<file path="src/rtl/i2s_rx_frame_ctrl.sv">
// I2S receive frame controller: aligns to a left word, pairs left/right words into
// stereo frames and buffers them in a first-word-fall-through FIFO for the consumer.
module i2s_rx_frame_ctrl #(
    parameter int unsigned WORD_WIDTH = 16,
    parameter int unsigned FIFO_DEPTH = 4
) (
    input  logic                          clk_i,
    input  logic                          rst_i,
    input  logic                          en_i,
    input  logic [WORD_WIDTH-1:0]         rx_data_i,
    input  logic                          rx_lr_i,
    input  logic                          rx_write_i,
    output logic [WORD_WIDTH-1:0]         frame_l_o,
    output logic [WORD_WIDTH-1:0]         frame_r_o,
    output logic                          frame_valid_o,
    input  logic                          frame_ready_i,
    output logic [$clog2(FIFO_DEPTH):0]   level_o,
    output logic                          locked_o,
    output logic                          ovf_o,
    output logic                          slip_o,
    input  logic                          err_clr_i
);

    localparam int unsigned ADDR_WIDTH = $clog2(FIFO_DEPTH);
    localparam int unsigned LVL_W      = ADDR_WIDTH + 1;
    localparam int unsigned FRAME_W    = 2 * WORD_WIDTH;

    typedef enum logic [1:0] {
        IDLE   = 2'd0,
        WAIT_L = 2'd1,
        WAIT_R = 2'd2
    } state_e;

    state_e state_q, state_d;

    logic [WORD_WIDTH-1:0] l_hold_q, l_hold_d;
    logic [ADDR_WIDTH-1:0] wr_ptr_q, wr_ptr_d;
    logic [ADDR_WIDTH-1:0] rd_ptr_q, rd_ptr_d;
    logic [LVL_W-1:0]      level_q, level_d;
    logic                  valid_q, valid_d;
    logic                  locked_q, locked_d;
    logic                  ovf_q, ovf_d;
    logic                  slip_q, slip_d;
    logic [FRAME_W-1:0]    mem_q [FIFO_DEPTH];

    logic word_l, word_r;
    logic hold_we, frame_push, slip_set, lock_clr;
    logic pop, full, do_push, drop;

    assign word_l = rx_write_i & ~rx_lr_i;
    assign word_r = rx_write_i &  rx_lr_i;

    // State register
    always_ff @(posedge clk_i or posedge rst_i) begin
        if (rst_i) begin
            state_q <= IDLE;
        end else begin
            state_q <= state_d;
        end
    end

    // Next-state logic
    always_comb begin
        state_d = state_q;
        if (!en_i) begin
            state_d = IDLE;
        end else begin
            case (state_q)
                IDLE:    state_d = WAIT_L;
                WAIT_L:  if (word_l) state_d = WAIT_R;
                WAIT_R:  if (word_r) state_d = WAIT_L;
                default: state_d = IDLE;
            endcase
        end
    end

    // FSM control decode
    always_comb begin
        hold_we    = 1'b0;
        frame_push = 1'b0;
        slip_set   = 1'b0;
        lock_clr   = ~en_i | (state_q == IDLE);
        if (en_i) begin
            case (state_q)
                WAIT_L: hold_we = word_l;
                WAIT_R: begin
                    hold_we    = word_l;
                    slip_set   = word_l;
                    frame_push = word_r;
                end
                default: ;
            endcase
        end
    end

    // FIFO bookkeeping and sticky flags; a push into a full FIFO only lands if a pop frees a slot
    always_comb begin
        pop      = valid_q & frame_ready_i;
        full     = (level_q == LVL_W'(FIFO_DEPTH));
        do_push  = frame_push & (~full | pop);
        drop     = frame_push & full & ~pop;

        l_hold_d = hold_we ? rx_data_i : l_hold_q;
        wr_ptr_d = do_push ? wr_ptr_q + ADDR_WIDTH'(1) : wr_ptr_q;
        rd_ptr_d = pop     ? rd_ptr_q + ADDR_WIDTH'(1) : rd_ptr_q;

        level_d = level_q;
        case ({do_push, pop})
            2'b10:   level_d = level_q + LVL_W'(1);
            2'b01:   level_d = level_q - LVL_W'(1);
            default: level_d = level_q;
        endcase
        valid_d  = (level_d != '0);

        locked_d = lock_clr ? 1'b0 : (locked_q | frame_push);
        ovf_d    = err_clr_i ? 1'b0 : (ovf_q | drop);
        slip_d   = err_clr_i ? 1'b0 : (slip_q | slip_set);
    end

    always_ff @(posedge clk_i or posedge rst_i) begin
        if (rst_i) begin
            l_hold_q <= '0;
            wr_ptr_q <= '0;
            rd_ptr_q <= '0;
            level_q  <= '0;
            valid_q  <= 1'b0;
            locked_q <= 1'b0;
            ovf_q    <= 1'b0;
            slip_q   <= 1'b0;
        end else begin
            l_hold_q <= l_hold_d;
            wr_ptr_q <= wr_ptr_d;
            rd_ptr_q <= rd_ptr_d;
            level_q  <= level_d;
            valid_q  <= valid_d;
            locked_q <= locked_d;
            ovf_q    <= ovf_d;
            slip_q   <= slip_d;
        end
    end

    // Frame storage carries no reset; contents are don't-care while empty
    always_ff @(posedge clk_i) begin
        if (do_push) begin
            mem_q[wr_ptr_q] <= {l_hold_q, rx_data_i};
        end
    end

    assign frame_l_o     = mem_q[rd_ptr_q][FRAME_W-1:WORD_WIDTH];
    assign frame_r_o     = mem_q[rd_ptr_q][WORD_WIDTH-1:0];
    assign frame_valid_o = valid_q;
    assign level_o       = level_q;
    assign locked_o      = locked_q;
    assign ovf_o         = ovf_q;
    assign slip_o        = slip_q;

endmodule

</file>
<file path="config.mk">
export PLATFORM = sky130hd
export DESIGN_NAME = i2s_rx_frame_ctrl
export DESIGN_NICKNAME = d
export VERILOG_FILES = /design/src/rtl/i2s_rx_frame_ctrl.sv
export SDC_FILE = /design/constraint.sdc
export NUM_CORES = 1
export LEC_CHECK = 0
export CAP_MARGIN = 20
export CORE_MARGIN = 2
export CORE_UTILIZATION = 30
export CTS_BUF_LIST = sky130_fd_sc_hd__clkbuf_8 sky130_fd_sc_hd__clkbuf_16
export DETAILED_ROUTE_END_ITERATION = 10
export GPL_ROUTABILITY_DRIVEN = 0
export SYNTH_ARGS = -nofsm -noshare
export SYNTH_HDL_FRONTEND = slang
export SYNTH_SLANG_ARGS = --single-unit
</file>
<file path="constraint.sdc">
create_clock -name clk_i -period 4.75 [get_ports clk_i]
set_input_delay 0.95 -clock clk_i [delete_from_list [all_inputs] [get_ports clk_i]]
set_output_delay 0.95 -clock clk_i [all_outputs]
set_load 0.01 [all_outputs]
</file>
# [Word-level counts from Yosys, hierarchy flattened]
# Memory sizes are Yosys's and may differ from the RTL's.
# Cells that the tools add are included.
[op_classes] addsub=4 mul=0 div=0 n_lt_le_gt_ge=0 n_eq_ne=7 n_shift=0 muxes=16 bitwise_logic=15 n_reduce_logical=4
[op_table] operator="1-bit two-way mux" count=11
[op_table] operator="1-bit AND" count=6
[op_table] operator="2-bit two-way mux" count=3
[op_table] operator="3-bit != test, second input constant" count=2
[op_table] operator="2-bit case mux with 3 select lines" count=1
[op_table] operator="3-bit case mux with 2 select lines" count=1
[op_table] operator="1-bit bitwise OR" count=5
[op_table] operator="2-bit by 1-bit adder with 2-bit output, second input constant" count=2
[op_table] operator="2-bit by 1-bit equality test with 1-bit output, second input constant" count=2
[op_table] operator="2-bit equality test, second input constant" count=2
[op_table] operator="1-bit inverter" count=4
[op_table] operator="3-bit by 1-bit adder with 3-bit output, second input constant" count=1
[op_table] operator="3-bit equality test, second input constant" count=1
[op_table] operator="3-bit nonzero test" count=1
[op_table] operator="3-bit by 1-bit subtractor with 3-bit output, second input constant" count=1
[op_table] operator="2-bit zero test" count=1
[op_table] operator="2-bit AND reduction" count=1
[op_table] operator="2-bit OR reduction" count=1
[totals] regBits=29 latch_bits=0 ramBits=128 mem_bits_ro=0 output_inout_bits=39 word_cells=56 memories=1
[mem_list] memory="mem_q" depth=4 word_bits=32 read_ports=1 rd_ports_with_merged_regs=0 wr=1 line_no="44" text="logic [FRAME_W-1:0] mem_q [FIFO_DEPTH];"

# [Logic depth before layout (Yosys ltp)]
[depth] word_depth=7 mapped_depth=10 ltp_nobuf=10

# [Worst setup path before layout]
# OpenSTA, ideal clock, no wires.
[synth_path] path_kind="in2reg" startpoint="in rx_write_i" endpoint="mem mem_q[0][0] (netlist bit), enable pin" setup_time_ns=0.392 arrival_ns=2.232 required_time_ns=4.358 slack_ns=2.126 stages=3 path_cell_list="nand4_1 > a31oi_2 > and2_1"
[synth_between] elab_chain_cells=6
[synth_lines] element="start: declaration" line_no="12" text="input logic rx_write_i,"
[synth_lines] element="1-bit AND" line_no="51" text="assign word_r = rx_write_i & rx_lr_i;"
[synth_lines] element="1-bit two-way mux" line_no="84" text="case (state_q)"
[synth_lines] element="1-bit two-way mux" line_no="83" text="if (en_i) begin"
[synth_lines] element="1-bit AND" line_no="100" text="do_push = frame_push & (~full | pop);"
[synth_lines] element="1-bit two-way mux" line_no="144" text="if (do_push) begin"
[synth_lines] element="1-bit two-way mux (not written as such)" line_no="145" text="mem_q[wr_ptr_q] <= {l_hold_q, rx_data_i};"
[synth_lines] element="end: declaration" line_no="44"
# No other way between the ends.

# [Worst setup path in the final report]
[layout_path] startpoint="reg rd_ptr_q[0]" endpoint="out frame_l_o[11]"
[layout_between] elab_chain_cells=1
[layout_lines] element="start: declaration" line_no="38" text="logic [ADDR_WIDTH-1:0] rd_ptr_q, rd_ptr_d;"
[layout_lines] element="start signal: assignment" line_no="133" text="rd_ptr_q <= rd_ptr_d;"
[layout_lines] element="memory 4 x 32 bit"
[layout_lines] element="end: declaration" line_no="13" text="output logic [WORD_WIDTH-1:0] frame_l_o,"
# No other way between the ends.

==> results.json <==
{
  "crit_fanout": 14,
  "timing.rr.end": "mem_q[3][15]",
  "htree_num_levels": 4,
  "critPathKind": "reg -> out",
  "crit_path_end": "frame_l_o[11]",
  "crit_start": "rd_ptr_q[0]",
  "clock_power_share_pct": 30.6,
  "switching_share_pct": 28.3,
  "p_leak_uw": 0.00259,
  "rsz0062_at_grt": "no",
  "cp_slowest_cell": "dfrtp_2",
  "routed_wl_um": 10800,
  "ys_types": 38,
  "ys_top_cells_by_area": "edfxtp_1 63%, dfrtp_1 12%, mux4_2 12%, mux2_4 2.5%, ha_1 1.4%",
  "grt_pass1_wl_um": 17600,
  "root_buffer": "clkbuf_16",
  "cts_tree": "built",
  "synth_async_sr_flop_share_pct": 18.5,
  "ys_top_cells_by_count": "128 x edfxtp_1, 32 x mux4_2, 29 x dfrtp_1",
  "cp.depth": 3,
  "vdd_ir_drop_max_mv": 0.288,
  "power_frac_seq_pct": 44.6,
  "drc": 0,
  "holdBufCountCts": 0,
  "drt.antenna.violating_nets": 0,
  "required_ns": 3.80,
  "nNetsFinal": 392,
  "clock_latency_ns": 0.41,
  "synth_nets": 321,
  "cts.sink_count": 157,
  "syn_to_final_growth_pct": 24.5,
  "synth_area_leader_cell": "edfxtp_1",
  "switchingPower_uw": 1200,
  "relSlewSlack_pct": 40.3,
  "drt_iter0_drc": 164,
  "syn_area_per_cell_sq_um": 21.0,
  "drv_cap": 0,
  "rrSetupSlack_ns": 2.18,
  "tightestPinTransition_ns": 0.895,
  "critPathCaptureType": "output port",
  "drive_above_1_share_pct": 25.1,
  "fp.coreArea_sq_um": 20000,
  "max_stage_delay_ns": 0.61,
  "io_buffers": 61,
  "final_util_pct": 37.8,
  "hold_path_depth": 2,
  "ctsResizeCount": 0,
  "postCtsSetupRepairBufs": 0,
  "ys_seq_elements": 157,
  "netlist_instances": 290,
  "syn_area_sq_um": 6080,
  "grt_max_degree": 34,
  "final.min_clock_period_ns": 3.42,
  "grt_pass1_vias": 3138,
  "critPathTopFamily": "buffers and inverters",
  "p_int_uw": 3040,
  "cts.clk_slew.worst_paths_ns": 0.06,
  "combPwrFrac_pct": 24.9,
  "first_pass_iters": 4,
  "rr_startpoint": "state_q[0]",
  "antenna_found_initial": 0,
  "die_y_um": 146,
  "grt_usage_pct": 10.9,
  "dieWidth_um": 146,
  "cts_buffer_depth": 2,
  "pin_count": 62,
  "fmax_mhz": 292,
  "numCtsBuffers": 17,
  "start_util_pct": 30.4,
  "synth.most_common_cell": "edfxtp_1",
  "viasPerCell": 4.45,
  "cp_cell_sequence": "buf_4, mux4_2, clkdlybuf4s50_1",
  "hold_path.class": "reg -> reg",
  "crit_arrival_ns": 2.47,
  "p_per_area_nw_per_um2": 560,
  "vias": 2868,
  "finalSetupViolCount": 0,
  "critPathLaunchType": "register",
  "grt_overflow_total": 0,
  "synth_ff_type": "edfxtp_1",
  "path_buf_inv": 2,
  "wl_per_cell_um": 16.8,
  "dieArea_sq_um": 21400,
  "yosys.area.top_type_share_pct": 63.2,
  "finalSetupTns_ns": 0,
  "fin_skew_ns": 0.00934,
  "status": "completed",
  "std_cell_rows": 52,
  "synth_edf_count": 128,
  "diodes": 0,
  "dp_hpwl_um": 6630,
  "hold_violations": 0,
  "synth_warnings": 0,
  "seq_area_frac_synth_pct": 75.1,
  "period_share_pct": 72.1,
  "report.final.slew_viol_count": 0,
  "reg2reg_depth": 5
}
[sequential cells by signal (all words and copies together), names as in the netlist]
name,count
slip_o,1
level_o,3
mem_q,128
rd_ptr_q,2
state_q,2
l_hold_q,16
wr_ptr_q,2
locked_o,1
ovf_o,1
frame_valid_o,1
[layout by cell type (no fill, tap or decap), drive strengths merged, types with 5 or more instances in the layout]
cell and n:
xnor2 5, mux2 16, nand2 9, a21oi 6, edfxtp 128, inv 16
clkinv 7, nor2 6, dfrtp 29, clkbuf 17, clkdlybuf4s50 61, and2 6
mux4 32, ha 7
[cell families (layout without fill, tap and decap cells)]
kind of cell,Yosys count,count (layout),synth area share [%]
multiplexers,49,49,15.6
AND/OR/NAND/NOR,33,33,3.13
buffers and inverters,20,104,1.77
AO/OA/AOI/OAI,18,18,1.91
flip-flops,157,157,75.1
XOR/XNOR,5,5,0.720
adder cells (fa/ha/maj),8,8,1.77
[metrics by stage]
stage | std cells | worst slack, ns | area, sq um | total power [uW] | hold WS, ns
6_report | 644 | 1.33 | 7570 | 4240 | 0.505
5_1_grt | 644 | 1.18 | 7570 | 4450 | 0.547
4_1_cts | 644 | 1.26 | 7570 | 4300 | 0.510
3_5_place_dp | 612 | 1.40 | 6980 | 3000 | 0.496
3_3_place_gp | 612 | 1.46 | 6980 | 2980 | 0.479
2_1_floorplan | 290 | 2.13 | 6080 | 2510 | 0.471
[power groups by stage]
stage          clock network, uW  logic (uW)  registers [uW]
2_1_floorplan                  0         715            1790
3_3_place_gp                   0        1070            1910
3_5_place_dp                   0        1070            1920
4_1_cts                     1320        1080            1900
5_1_grt                     1380        1140            1930
6_report                    1300        1050            1890
[tightest hold or removal path, stage by stage, from the launching register on]
cell and delay, ns:
dfrtp_1 0.34, a21oi_1 0.05, nor2_1 0.08
[how the worst min path moves through the flow]
stage                startpoint  slack, ns      endpoint
floorplan           l_hold_q[0]       0.47  mem_q[0][16]
global placement    l_hold_q[0]       0.48  mem_q[0][16]
detailed placement       slip_o       0.50        slip_o
CTS                      slip_o       0.51        slip_o
global route             slip_o       0.55        slip_o
finish                   slip_o       0.50        slip_o
[routing by layer]
layer / wire, um / GRT usage [%] / up-vias
met5: 0 / 0 / -
met4: 167 / 4.03 / 0
met3: 328 / 3.03 / 11
met2: 5360 / 17.9 / 51
met1: 4980 / 13.9 / 1506
li1: - / - / 1300
[cell type report]
cell class	instances	area (sq um)
Inverter	8	30.0
Multi-Input combinational cell	113	1410
Clock inverter	15	165
Clock buffer	17	425
Tap cell	270	338
Timing Repair Buffer	64	633
Fill cell	1857	12500
Sequential cell	157	4570
Note: power is estimated with default switching activity, not from simulation.
==> patch: new RTL, same settings <==
The parameter `WORD_WIDTH` goes from 16 to 14.
--- a/src/rtl/i2s_rx_frame_ctrl.sv
+++ b/src/rtl/i2s_rx_frame_ctrl.sv
@@ -1,7 +1,7 @@
 // I2S receive frame controller: aligns to a left word, pairs left/right words into
 // stereo frames and buffers them in a first-word-fall-through FIFO for the consumer.
 module i2s_rx_frame_ctrl #(
-    parameter int unsigned WORD_WIDTH = 16,
+    parameter int unsigned WORD_WIDTH = 14,
     parameter int unsigned FIFO_DEPTH = 4
 ) (
     input  logic                          clk_i,
Interface: changed (resized frame_l_o, frame_r_o and rx_data_i); port bits go from 62 to 56. No check against the original RTL was run, so the function may have changed too.
==> patch against the unedited design <==
Count of clock-buffer cells in the layout unchanged; via count decreased by 9.6%; power decreased by 8.9%; setup slack got worse by 40 ps; area after synthesis decreased by 12%; wire length decreased by 9.2%; sequential cell count decreased by 18; critical endpoint is now frame_r_o[4]; fmax decreased by 1.1%; cell area decreased by 10%.
==> patch: results (changes against the unedited design) <==
- Gate count after technology mapping: 256 (-12%)
- First-pass GRT wire length: 15300 um (-13%)
- Dpl cell area: 6200 um^2 (-11%)
- Post-placement cell count: 535 (-13%)
- DRT iter0 DRCs: 158 (-3.7%)
- Largest delay contributor family on the critical path: flip-flops
- Leakage: 2.34 nW (-9.4%)
- Max incr delay on CP: 940 ps (+330 ps)
- Post-synth top cells: edfxtp_1 (112), mux4_2 (28), dfrtp_1 (27), mux2_2 (14)
- Vias in the first global route: 2779 (-11%)
- Dpl ws: 1250 ps (-146 ps)
- Top cells by area, synth: edfxtp_1 (63%), dfrtp_1 (13%), mux4_2 (12%)
- Total global-route track usage: 0.112 (+0.00341)
- Post-DP HPWL: 5890 um (-11%)
- Buffers added on ports: 55 (-9.8%)
- Share of flip-flops with an asynchronous set or reset: 0.194 (+0.00953)
- Routed WL: 9830 um (-9.2%)
- GR Layer Usage met3: 0.0383 (+0.00795)
- Clk_skew: 8.95 ps (-0.385 ps)
- Vias per cell: 4.57 (+2.7%)
- Worst-margin pin slew: 912 ps (+17.0 ps)
- Number of synthesized flops with an enable pin: 112 (-13%)
- Largest net degree at the start of global routing: 31 (-8.8%)
- Sequential area share after synthesis: 0.755 (+0.00378)
- Status: finished, final reports clean
- WL met3: 460 um (+40%)
- Metal2 WL: 4830 um (-9.9%)
- Critical path arrival: 2510 ps (+40 ps)
- Final net count: 359 (-8.4%)
- Distinct cells, synth: 35 (-7.9%)
- Post-Syn Nets: 285 (-11%)
- Share of cells above drive strength 1: 0.228 (-0.0233)
- M1 GR Usage: 0.141 (+0.00213)
- Worst-path maximum fanout: 18 (+4)
- Max FFs per register: 112 (-13%)
- Slowest CP cell: dfrtp_1
- WL/cell: 17.3 um (+3.1%)
- Final Slew Violations: 0 (unchanged)
- Max IR drop VDD: 0.261 mV (-9.2%)
-- patch: layout make-up --
class                   count  area [um^2]
repair buffers             63          631
multi-input cells         102         1250
flip-flops and latches    139         4040
clock buffers              17          425
fillers                  1521        10600
clock inverters            14          144
well taps                 225          282
inverters                   7         26.3
-- patch: path summary, 6_finish.rpt --
| path | cells after the start | slack [ps] | endpoint | from |
|---|---|---|---|---|
| setup / recovery | 3 | 1290 | frame_r_o[4] | rd_ptr_q[1]$_DFFE_PP0N_ |
| hold / removal | 2 | 500 | ovf_o$_DFF_PP0_ | ovf_o$_DFF_PP0_ |
| setup reg to reg | 10 | 1980 | frame_valid_o$_DFF_PP0_ | state_q[0]$_DFFE_PP0P_ |
| hold reg to reg | 2 | 500 | ovf_o$_DFF_PP0_ | ovf_o$_DFF_PP0_ |
| max in group asynchronous | 3 | 3190 | l_hold_q[5]$_DFFE_PP0P_ | rst_i |
| min in group asynchronous | 2 | 910 | slip_o$_DFF_PP0_ | rst_i |
-- patch: cells by family (layout without fill, tap and decap cells) --
group,Yosys count,count (layout),synth area share
compound gates,17,17,0.0220
simple gates,28,28,0.0316
flops,139,139,0.755
fa+ha+maj,8,8,0.0201
mux,44,44,0.151
buf+inv,15,101,0.0122
xor+xnor,5,5,0.00818
-- patch: worst register-to-register path, stage by stage (launching register included) --
cell and delay, ps:
dfrtp_1 410, inv_1 90, ha_1 320, nand4_4 190, nand3_1 200, inv_1 100, fa_1 450, xor2_1 210
or3b_1 360, a211oi_1 260, a31oi_1 70
-- patch: power by group --
group | internal [mW] | leakage (nW) | switching, mW
combinational | 0.583 | 0.713 | 0.347
sequential | 1.49 | 1.33 | 0.195
clock | 0.806 | 0.300 | 0.449
